===== src/rtl/iob_wb2iob_bridge_pkg.sv =====
// rtl/iob_wb2iob_bridge_pkg.sv - master FSM states and posted-write FIFO entry layout
package iob_wb2iob_bridge_pkg;

  // IOb master FSM states
  typedef enum logic [1:0] {
    M_IDLE  = 2'd0,
    M_WRITE = 2'd1,
    M_READ  = 2'd2
  } m_state_t;

  // FIFO entry layout, LSB first: sel, then dat, then adr
  localparam int SEL_LSB = 0;

  function automatic int dat_lsb(input int data_w);
    return data_w / 8;
  endfunction

  function automatic int adr_lsb(input int data_w);
    return data_w / 8 + data_w;
  endfunction

  function automatic int entry_w(input int addr_w, input int data_w);
    return addr_w + data_w + data_w / 8;
  endfunction

endpackage


===== src/rtl/iob_wb2iob_bridge_fifo.sv =====
// rtl/iob_wb2iob_bridge_fifo.sv - iob_sync_fifo, synchronous FIFO holding posted writes
module iob_sync_fifo #(
  parameter int W  = 8,
  parameter int AW = 2
) (
  input  logic          clk,
  input  logic          rst_n,
  input  logic          push,
  input  logic [W-1:0]  push_data,
  input  logic          pop,
  output logic [W-1:0]  head,
  output logic          full,
  output logic          empty,
  output logic [AW:0]   level
);

  localparam logic [AW:0]   DEPTH = (AW+1)'(1) << AW;
  localparam logic [AW:0]   LVL_ONE = (AW+1)'(1);
  localparam logic [AW-1:0] PTR_ONE = AW'(1);

  logic [W-1:0]  mem [2**AW];
  logic [AW-1:0] wr_ptr;
  logic [AW-1:0] rd_ptr;
  logic          do_push;
  logic          do_pop;

  // full/empty come from the registered level, so a pop only frees a slot next cycle
  assign full    = (level == DEPTH);
  assign empty   = (level == '0);
  assign do_push = push & ~full;
  assign do_pop  = pop & ~empty;
  assign head    = mem[rd_ptr];

  // storage write; contents need no reset because level gates every use of head
  always_ff @(posedge clk) begin
    if (do_push) mem[wr_ptr] <= push_data;
  end

  // pointer and occupancy bookkeeping; pointers wrap modulo the depth
  always_ff @(posedge clk or negedge rst_n) begin
    if (!rst_n) begin
      wr_ptr <= '0;
      rd_ptr <= '0;
      level  <= '0;
    end else begin
      if (do_push) wr_ptr <= wr_ptr + PTR_ONE;
      if (do_pop)  rd_ptr <= rd_ptr + PTR_ONE;
      case ({do_push, do_pop})
        2'b10:   level <= level + LVL_ONE;
        2'b01:   level <= level - LVL_ONE;
        default: level <= level;
      endcase
    end
  end

endmodule


===== src/rtl/iob_wb2iob_bridge.sv =====
// rtl/iob_wb2iob_bridge.sv - Wishbone classic slave to IOb master bridge with posted writes (optional watchdog: IOB_WB2IOB_TIMEOUT_EN)
module iob_wb2iob_bridge
  import iob_wb2iob_bridge_pkg::*;
#(
  parameter int ADDR_W    = 32,
  parameter int DATA_W    = 32,
  parameter int FIFO_AW   = 2,
  parameter int TIMEOUT_W = 8
) (
  input  logic                clk,
  input  logic                rst_n,
  input  logic [ADDR_W-1:0]   wb_adr_i,
  input  logic [DATA_W/8-1:0] wb_sel_i,
  input  logic                wb_we_i,
  input  logic                wb_cyc_i,
  input  logic                wb_stb_i,
  input  logic [DATA_W-1:0]   wb_dat_i,
  output logic [DATA_W-1:0]   wb_dat_o,
  output logic                wb_ack_o,
  output logic                wb_err_o,
  output logic                m_valid,
  output logic [ADDR_W-1:0]   m_addr,
  output logic [DATA_W-1:0]   m_wdata,
  output logic [DATA_W/8-1:0] m_wstrb,
  input  logic [DATA_W-1:0]   m_rdata,
  input  logic                m_ready,
  output logic [FIFO_AW:0]    fifo_level_o,
  output logic                wr_drop_o
);

  localparam int SEL_W   = DATA_W / 8;
  localparam int ENT_W   = entry_w(ADDR_W, DATA_W);
  localparam int DAT_LSB = dat_lsb(DATA_W);
  localparam int ADR_LSB = adr_lsb(DATA_W);

  m_state_t           state_q;
  m_state_t           state_d;
  logic               acc;
  logic               wr_acc;
  logic               rd_acc;
  logic               fifo_full;
  logic               fifo_empty;
  logic               pop;
  logic               tmo_hit;
  logic [ENT_W-1:0]   push_data;
  logic [ENT_W-1:0]   head;
  logic               m_valid_d;
  logic [ADDR_W-1:0]  m_addr_d;
  logic [DATA_W-1:0]  m_wdata_d;
  logic [SEL_W-1:0]   m_wstrb_d;
  logic [DATA_W-1:0]  dat_d;
  logic               ack_d;

  // the registered ack/err pulse masks the strobe that caused it
  assign acc       = wb_cyc_i & wb_stb_i & ~wb_ack_o & ~wb_err_o;
  assign wr_acc    = acc & wb_we_i & ~fifo_full;
  assign rd_acc    = acc & ~wb_we_i & fifo_empty & (state_q == M_IDLE);
  assign push_data = {wb_adr_i, wb_dat_i, wb_sel_i};

  iob_sync_fifo #(
    .W  (ENT_W),
    .AW (FIFO_AW)
  ) u_fifo (
    .clk       (clk),
    .rst_n     (rst_n),
    .push      (wr_acc),
    .push_data (push_data),
    .pop       (pop),
    .head      (head),
    .full      (fifo_full),
    .empty     (fifo_empty),
    .level     (fifo_level_o)
  );

`ifdef IOB_WB2IOB_TIMEOUT_EN
  localparam logic [TIMEOUT_W-1:0] TMO_ONE = TIMEOUT_W'(1);

  logic [TIMEOUT_W-1:0] tmo_cnt;
  logic                 err_q;
  logic                 drop_q;

  assign tmo_hit   = m_valid & ~m_ready & (&tmo_cnt);
  assign wb_err_o  = err_q;
  assign wr_drop_o = drop_q;

  // stall counter: runs while a request waits, restarts on completion, abort or idle
  always_ff @(posedge clk or negedge rst_n) begin
    if (!rst_n) begin
      tmo_cnt <= '0;
    end else if (state_q == M_IDLE || m_ready || tmo_hit) begin
      tmo_cnt <= '0;
    end else begin
      tmo_cnt <= tmo_cnt + TMO_ONE;
    end
  end

  // abort pulses: error back to a waiting reader, drop notice for a discarded write
  always_ff @(posedge clk or negedge rst_n) begin
    if (!rst_n) begin
      err_q  <= 1'b0;
      drop_q <= 1'b0;
    end else begin
      err_q  <= tmo_hit & (state_q == M_READ) & wb_cyc_i;
      drop_q <= tmo_hit & (state_q == M_WRITE);
    end
  end
`else
  logic [TIMEOUT_W-1:0] unused_tmo_w;

  assign unused_tmo_w = '0;
  assign tmo_hit      = 1'b0;
  assign wb_err_o     = 1'b0;
  assign wr_drop_o    = 1'b0;
`endif

  // master FSM next state and next values of the registered IOb/WB outputs
  always_comb begin
    state_d   = state_q;
    m_valid_d = m_valid;
    m_addr_d  = m_addr;
    m_wdata_d = m_wdata;
    m_wstrb_d = m_wstrb;
    dat_d     = wb_dat_o;
    pop       = 1'b0;
    ack_d     = wr_acc;
    case (state_q)
      M_IDLE: begin
        if (!fifo_empty) begin
          state_d   = M_WRITE;
          m_valid_d = 1'b1;
          m_addr_d  = head[ADR_LSB +: ADDR_W];
          m_wdata_d = head[DAT_LSB +: DATA_W];
          m_wstrb_d = head[SEL_LSB +: SEL_W];
        end else if (rd_acc) begin
          state_d   = M_READ;
          m_valid_d = 1'b1;
          m_addr_d  = wb_adr_i;
          m_wstrb_d = '0;
        end
      end
      M_WRITE: begin
        if (m_ready || tmo_hit) begin
          pop       = 1'b1;
          m_valid_d = 1'b0;
          state_d   = M_IDLE;
        end
      end
      M_READ: begin
        if (m_ready) begin
          dat_d     = m_rdata;
          ack_d     = wr_acc | wb_cyc_i;
          m_valid_d = 1'b0;
          state_d   = M_IDLE;
        end else if (tmo_hit) begin
          m_valid_d = 1'b0;
          state_d   = M_IDLE;
        end
      end
      default: begin
        m_valid_d = 1'b0;
        state_d   = M_IDLE;
      end
    endcase
  end

  // state and output registers; reset drops m_valid at once
  always_ff @(posedge clk or negedge rst_n) begin
    if (!rst_n) begin
      state_q  <= M_IDLE;
      m_valid  <= 1'b0;
      m_addr   <= '0;
      m_wdata  <= '0;
      m_wstrb  <= '0;
      wb_dat_o <= '0;
      wb_ack_o <= 1'b0;
    end else begin
      state_q  <= state_d;
      m_valid  <= m_valid_d;
      m_addr   <= m_addr_d;
      m_wdata  <= m_wdata_d;
      m_wstrb  <= m_wstrb_d;
      wb_dat_o <= dat_d;
      wb_ack_o <= ack_d;
    end
  end

endmodule


===== config.mk =====
export PLATFORM = sky130hd
export DESIGN_NAME = iob_wb2iob_bridge
export DESIGN_NICKNAME = d
export VERILOG_FILES = /design/src/rtl/iob_wb2iob_bridge_pkg.sv /design/src/rtl/iob_wb2iob_bridge_fifo.sv /design/src/rtl/iob_wb2iob_bridge.sv
export SDC_FILE = /design/constraint.sdc
export NUM_CORES = 1
export LEC_CHECK = 0
export CORE_MARGIN = 3
export CORE_UTILIZATION = 40
export CTS_BUF_LIST = sky130_fd_sc_hd__clkbuf_2 sky130_fd_sc_hd__clkbuf_4 sky130_fd_sc_hd__clkbuf_8
export CTS_CLUSTER_DIAMETER = 60
export DETAILED_ROUTE_END_ITERATION = 8
export PLACE_DENSITY = 0.76
export REMOVE_ABC_BUFFERS = 1
export SYNTH_ARGS = -nofsm -noshare
export SYNTH_HDL_FRONTEND = slang
export SYNTH_SLANG_ARGS = --single-unit

===== constraint.sdc =====
create_clock -name clk -period 2.88 [get_ports clk]
set_input_delay 0.864 -clock clk [delete_from_list [all_inputs] [get_ports clk]]
set_output_delay 0.864 -clock clk [all_outputs]
set_load 0.01 [all_outputs]

Yosys cells after proc, flatten, opt, wreduce, memory -nomap -nowiden
Memory sizes are Yosys's and may differ from the RTL's. Index checks and enable logic that the tools add are counted.

RAM bits: 272. Output and inout bits: 107. Logic and storage cells: 64. Memories kept: 1. Input bits: 106. Register bits: 111.

Memory list: u_fifo.mem (depth 4, bits a word 68, rd ports 1, clocked after Yosys merged registers in 0, write ports 1, line iob_wb2iob_bridge_fifo.sv:21) `logic [W-1:0] mem [2**AW];`.

Mux-type cells: 19. Reductions and logical operators: 8. Bitwise operators: 14. Add/sub/neg operators: 4. Equality and inequality tests: 8.

Operators with widths (count): 2-to-1 mux 32 bit (2); AND 1 bit (9); 2-to-1 mux 1 bit (9); 2-to-1 mux 4 bit (2); AND reduction 2 bit (4); 2-to-1 mux 2 bit (3); one-hot mux 3 bit (2 select lines) (1); adder 2 x 1 -> 2 bit, second input constant (2); == test 2 x 1 -> 1 bit, second input constant (2); == test 2 bit, second input constant (2); NOT 1 bit (4); one-hot mux 2 bit (2 select lines) (1); adder 3 x 1 -> 3 bit, second input constant (1); == test 3 bit, second input constant (1); zero test 3 bit (1); != test 3 bit, second input constant (1); subtractor 3 x 1 -> 3 bit, second input constant (1); zero test 2 bit (1); != test 2 x 1 -> 1 bit, second input constant (1); != test 2 bit, second input constant (1); one-hot mux 1 bit (2 select lines) (1); nonzero test 2 bit (1); OR reduction 2 bit (1); OR 1 bit (1).

Depth between registers and ports, before layout
Depth after elaboration: 8. Gate-level depth with buffers: 10. Gate-level depth less buffers: 10.

Cells and area by module
From an unflattened synthesis, not the netlist that was laid out.

Cell total of the unflattened synthesis: 821. Area total of the unflattened synthesis: 15162.0 um^2.

Modules (own cells, without submodules): iob_sync_fifo (area each 10313.6 um^2, sequential area each 8343.0 um^2, instances 1, cells each 394); iob_wb2iob_bridge (area each 4848.4 um^2, sequential area each 2602.5 um^2, instances 1, cells each 427).

Least setup slack after synthesis
No wires, ideal clock.

Path type: input to register. From: in wb_stb_i. To: mem u_fifo.mem[0][0] (netlist bit), enable pin. Data required time: 2.447 ns. Library setup time: 0.433 ns. Data arrival time: 3.078 ns. Buffers on the path: 0. Slack: -0.631 ns. Cell stages on the path: 4. Path through: and3b_1 nand2_1 a31oi_2 and2_1.

Longest elaborated chain between the ends: 7.

Ends and longest elaborated chain: start: declaration (line iob_wb2iob_bridge.sv:16) `input logic wb_stb_i,`; AND 1 bit (2 in a row) (line iob_wb2iob_bridge.sv:55) `assign acc = wb_cyc_i & wb_stb_i & ~wb_ack_o & ~wb_err_o;`; AND 1 bit (2 in a row) (line iob_wb2iob_bridge.sv:56) `assign wr_acc = acc & wb_we_i & ~fifo_full;`; AND 1 bit (line iob_wb2iob_bridge_fifo.sv:30) `assign do_push = push & ~full;`; 2-to-1 mux 1 bit (line iob_wb2iob_bridge_fifo.sv:36) `if (do_push) mem[wr_ptr] <= push_data;`; 2-to-1 mux 1 bit (implied by the code) (line iob_wb2iob_bridge_fifo.sv:36); end: declaration (line iob_wb2iob_bridge_fifo.sv:21).

Every way passes these cells.

Worst setup path in the final report
From: reg u_fifo.level[2]. To: out fifo_level_o[2].

RTL lines: start: declaration (line iob_wb2iob_bridge_fifo.sv:14) `output logic [AW:0] level`; start signal: assignment (line iob_wb2iob_bridge_fifo.sv:49) `2'b10: level <= level + LVL_ONE;`; start signal: assignment (line iob_wb2iob_bridge_fifo.sv:50) `2'b01: level <= level - LVL_ONE;`; start signal: assignment (line iob_wb2iob_bridge_fifo.sv:51) `default: level <= level;`; end: declaration (line iob_wb2iob_bridge.sv:27) `output logic [FIFO_AW:0] fifo_level_o,`.

No word-level cell between the ends.

==> impl_metrics.yaml <==
status:
  outcome: "complete, no violations"
logic_synthesis:
  ys_ff_latch: 383
  synthAdderAreaFrac_pct: 0.8277
  synthesis.area_um2: 14510
  synthFlopType: "edfxtp_1"
  synth_compound_area_share_pct: 3.983
  synthCells: 772
  ys_seq_area_share_pct: 75.42
  yosys.area_share.xor_xnor_pct: 0.3621
  syn_avg_cell_area_um2: 18.80
  synth-edff-count: 272
  synth-async-reset-ratio_pct: 28.98
  synth.distinct_cells: 35
  yosys.area_share.simple_pct: 3.362
  yosys_warnings: 0
  synth_top_family_by_area: "multiplexers"
  muxShareOfSynthArea_pct: 13.11
cts:
  cts_buffer_depth: 3
  cts_hold_buf: 0
  numCtsBuffers: 59
  cts.sinks: 383
  cts_resized: 0
  h-tree-depth: 2
  cts_tree: "done"
  clockRootBuffer: "clkbuf_8"
  clk_pin_slew_ps: 60
  clk_latency_ps: 600
  postCtsSetupBuffers: 0
sta:
  finalHoldViolCount: 0
  relSlewSlack_pct: 58.56
  period_needed_ps: 2512
  worst_slack_ps: 368.1
  worst_pin_slew_ps: 621.5
  grt_setup_unrepaired: "no"
  period_share_pct: 87.22
  drv_slew: 0
  max_freq_mhz: 398.1
  whs_ps: 198.1
  setup_viol: 0
  fin_skew_ps: 22.84
critical_path:
  critPathLaunch: "u_fifo.level[2]"
  worst_setup_path_end_kind: "output port"
  cp_max_fo: 4
  reg2reg_from: "state_q[0]"
  crit_type: "reg -> out"
  slowest_stage: "clkdlybuf4s50_1"
  cp_cell_sequence: "clkdlybuf4s50_1"
  worstPathArrival_ps: 1650
  critPathTopFamily: "buffers and inverters"
  start_kind: "flop"
  crit_path_max_incr_delay_ps: 590
  crit_buf_inv: 1
  worstPathRequired_ps: 2020
global_routing:
  antenna_found_initial: 0
  grt_pass1_vias: 8367
  grt_max_degree: 51
  grt_usage_pct: 16.01
  grt_pass1_wl_um: 47980
  overflow: 0
floorplan:
  io_pins: 213
  fp-row-count: 69
  die_area_um2: 38600
  die_h_um: 196.5
  die_x_um: 196.5
  start_util_pct: 40.70
  core-area_um2: 35660
placed_design:
  hpwl_um: 20240
  dp_slack_ps: 80.33
  numPortBuffers: 210
  place_congestion: 0.7396
drt:
  viasPerCell: 4.940
  wl_um: 30840
  drt-met1-wl_um: 12760
  wl_per_cell_um: 19.91
  drc: 0
  vias: 7652
  firstDrtPassIters: 5
  routed.top_layer: "met4"
  drtIter0Drc: 491
  met3_length_um: 1749
  wl_met2_um: 15790
  final_antenna_net_count: 0
finish:
  layout_commonest_cell: "edfxtp_1"
  drive_above_1_share_pct: 25.55
  fin_nets: 1152
  n_antenna_cell: 0
  multi_input_area_um2: 3176
  synthToLayoutAreaGrowth_pct: 29.24
  final_cell_mix: "edfxtp_1 (272), clkdlybuf4s50_1 (209), dfrtp_1 (109), nand2_1 (101), mux4_2 (68)"
  fillers: 2863
  seq_area_um2: 10950
  fin_util_pct: 52.60
power:
  ir_drop_mv: 0.6007
  finalPower_mw: 18.47
  seqPwrFrac_pct: 41.0
  p_int_mw: 12.89
  p_leak_nw: 6.967
  comb_power_share_pct: 32.4
  p_switching_mw: 5.579
  powerDensity_nw_per_um2: 984.9
  switching_share_pct: 30.20
  p_clk_share_pct: 26.6
job:
  maxCapViolations: 0
min_path:
  hold_path_class: "in -> async"
path summary, 6_finish.rpt:
check | depth (start not counted) | end | slack (ps)
min in group clk | 2 | m_wdata[0] | 480
hold / removal | 1 | m_addr[12] | 200
max in group asynchronous | 2 | u_fifo.rd_ptr[0] | 2010
setup / recovery | 1 | fifo_level_o[2] | 370
setup reg to reg | 6 | m_addr[26] | 790
hold reg to reg | 2 | m_wdata[0] | 480
routing by layer:
metal,GRT usage [%],up-vias
met2,27.61,223
met5,0,-
met1,20.94,3914
met4,3.802,0
met3,3.556,45
li1,-,3470
synth_stat cells (all sizes together), types with 2 or more instances:
cell type,n,area (um2)
mux2,33,371.6
edfxtp,272,8168
dfrtp,111,2778
nor2b,2,12.51
buf,32,245.2
ha,8,100.1
xor2,3,26.28
clkbuf,7,26.28
and2,5,31.28
o22ai,32,200.2
a21oi,34,282.8
nor2,3,11.26
a22o,5,43.79
nand2,101,379.1
xnor2,3,26.28
inv,40,150.1
mux4,68,1531
power groups by stage:
stage / logic (mW) / clock network [mW] / registers [mW]
floorplan: 2.86 / 0 / 8.08
global placement: 5.98 / 0 / 7.67
detailed placement: 6.09 / 0 / 7.69
CTS: 6.12 / 5.06 / 7.60
global route: 6.49 / 5.32 / 7.71
finish: 5.98 / 4.92 / 7.57
cell type report:
class                   instances  area share, %
flip-flops and latches        383          58.40
well taps                     461          3.075
clock inverters                34          1.795
multi-input cells             311          16.93
repair buffers                242          13.74
inverters                      40         0.8005
clock buffers                  78          5.257
per-stage QoR:
step	setup TNS (ps)	cell area [um2]	std cells
after CTS	0	18760	1549
after detailed placement	0	17430	1437
after global routing	0	18760	1549
after global placement	0	17430	1437
final	0	18760	1549
after floorplan	-228440	14240	734
kinds of logic (layout without fill, tap and decap cells):
logic type | Yosys count | in the layout
AOI/OAI and AO/OA | 77 | 77
other | 1 | 2
DFF | 383 | 383
xor gates and xnor gates | 6 | 6
muxes | 101 | 101
adders and majority gates | 9 | 9
buffers and inverters | 79 | 394
and+or+nand+nor | 116 | 116
sequential cells by signal, indices dropped and copies added (netlist names):
name and flops:
m_addr 32, m_valid 1, m_wdata 32, m_wstrb 4, state_q 2, u_fifo.level 3
u_fifo.mem 272, u_fifo.rd_ptr 2, u_fifo.wr_ptr 2, wb_ack_o 1, wb_dat_o 32
Note: power is estimated with default switching activity, not from simulation.
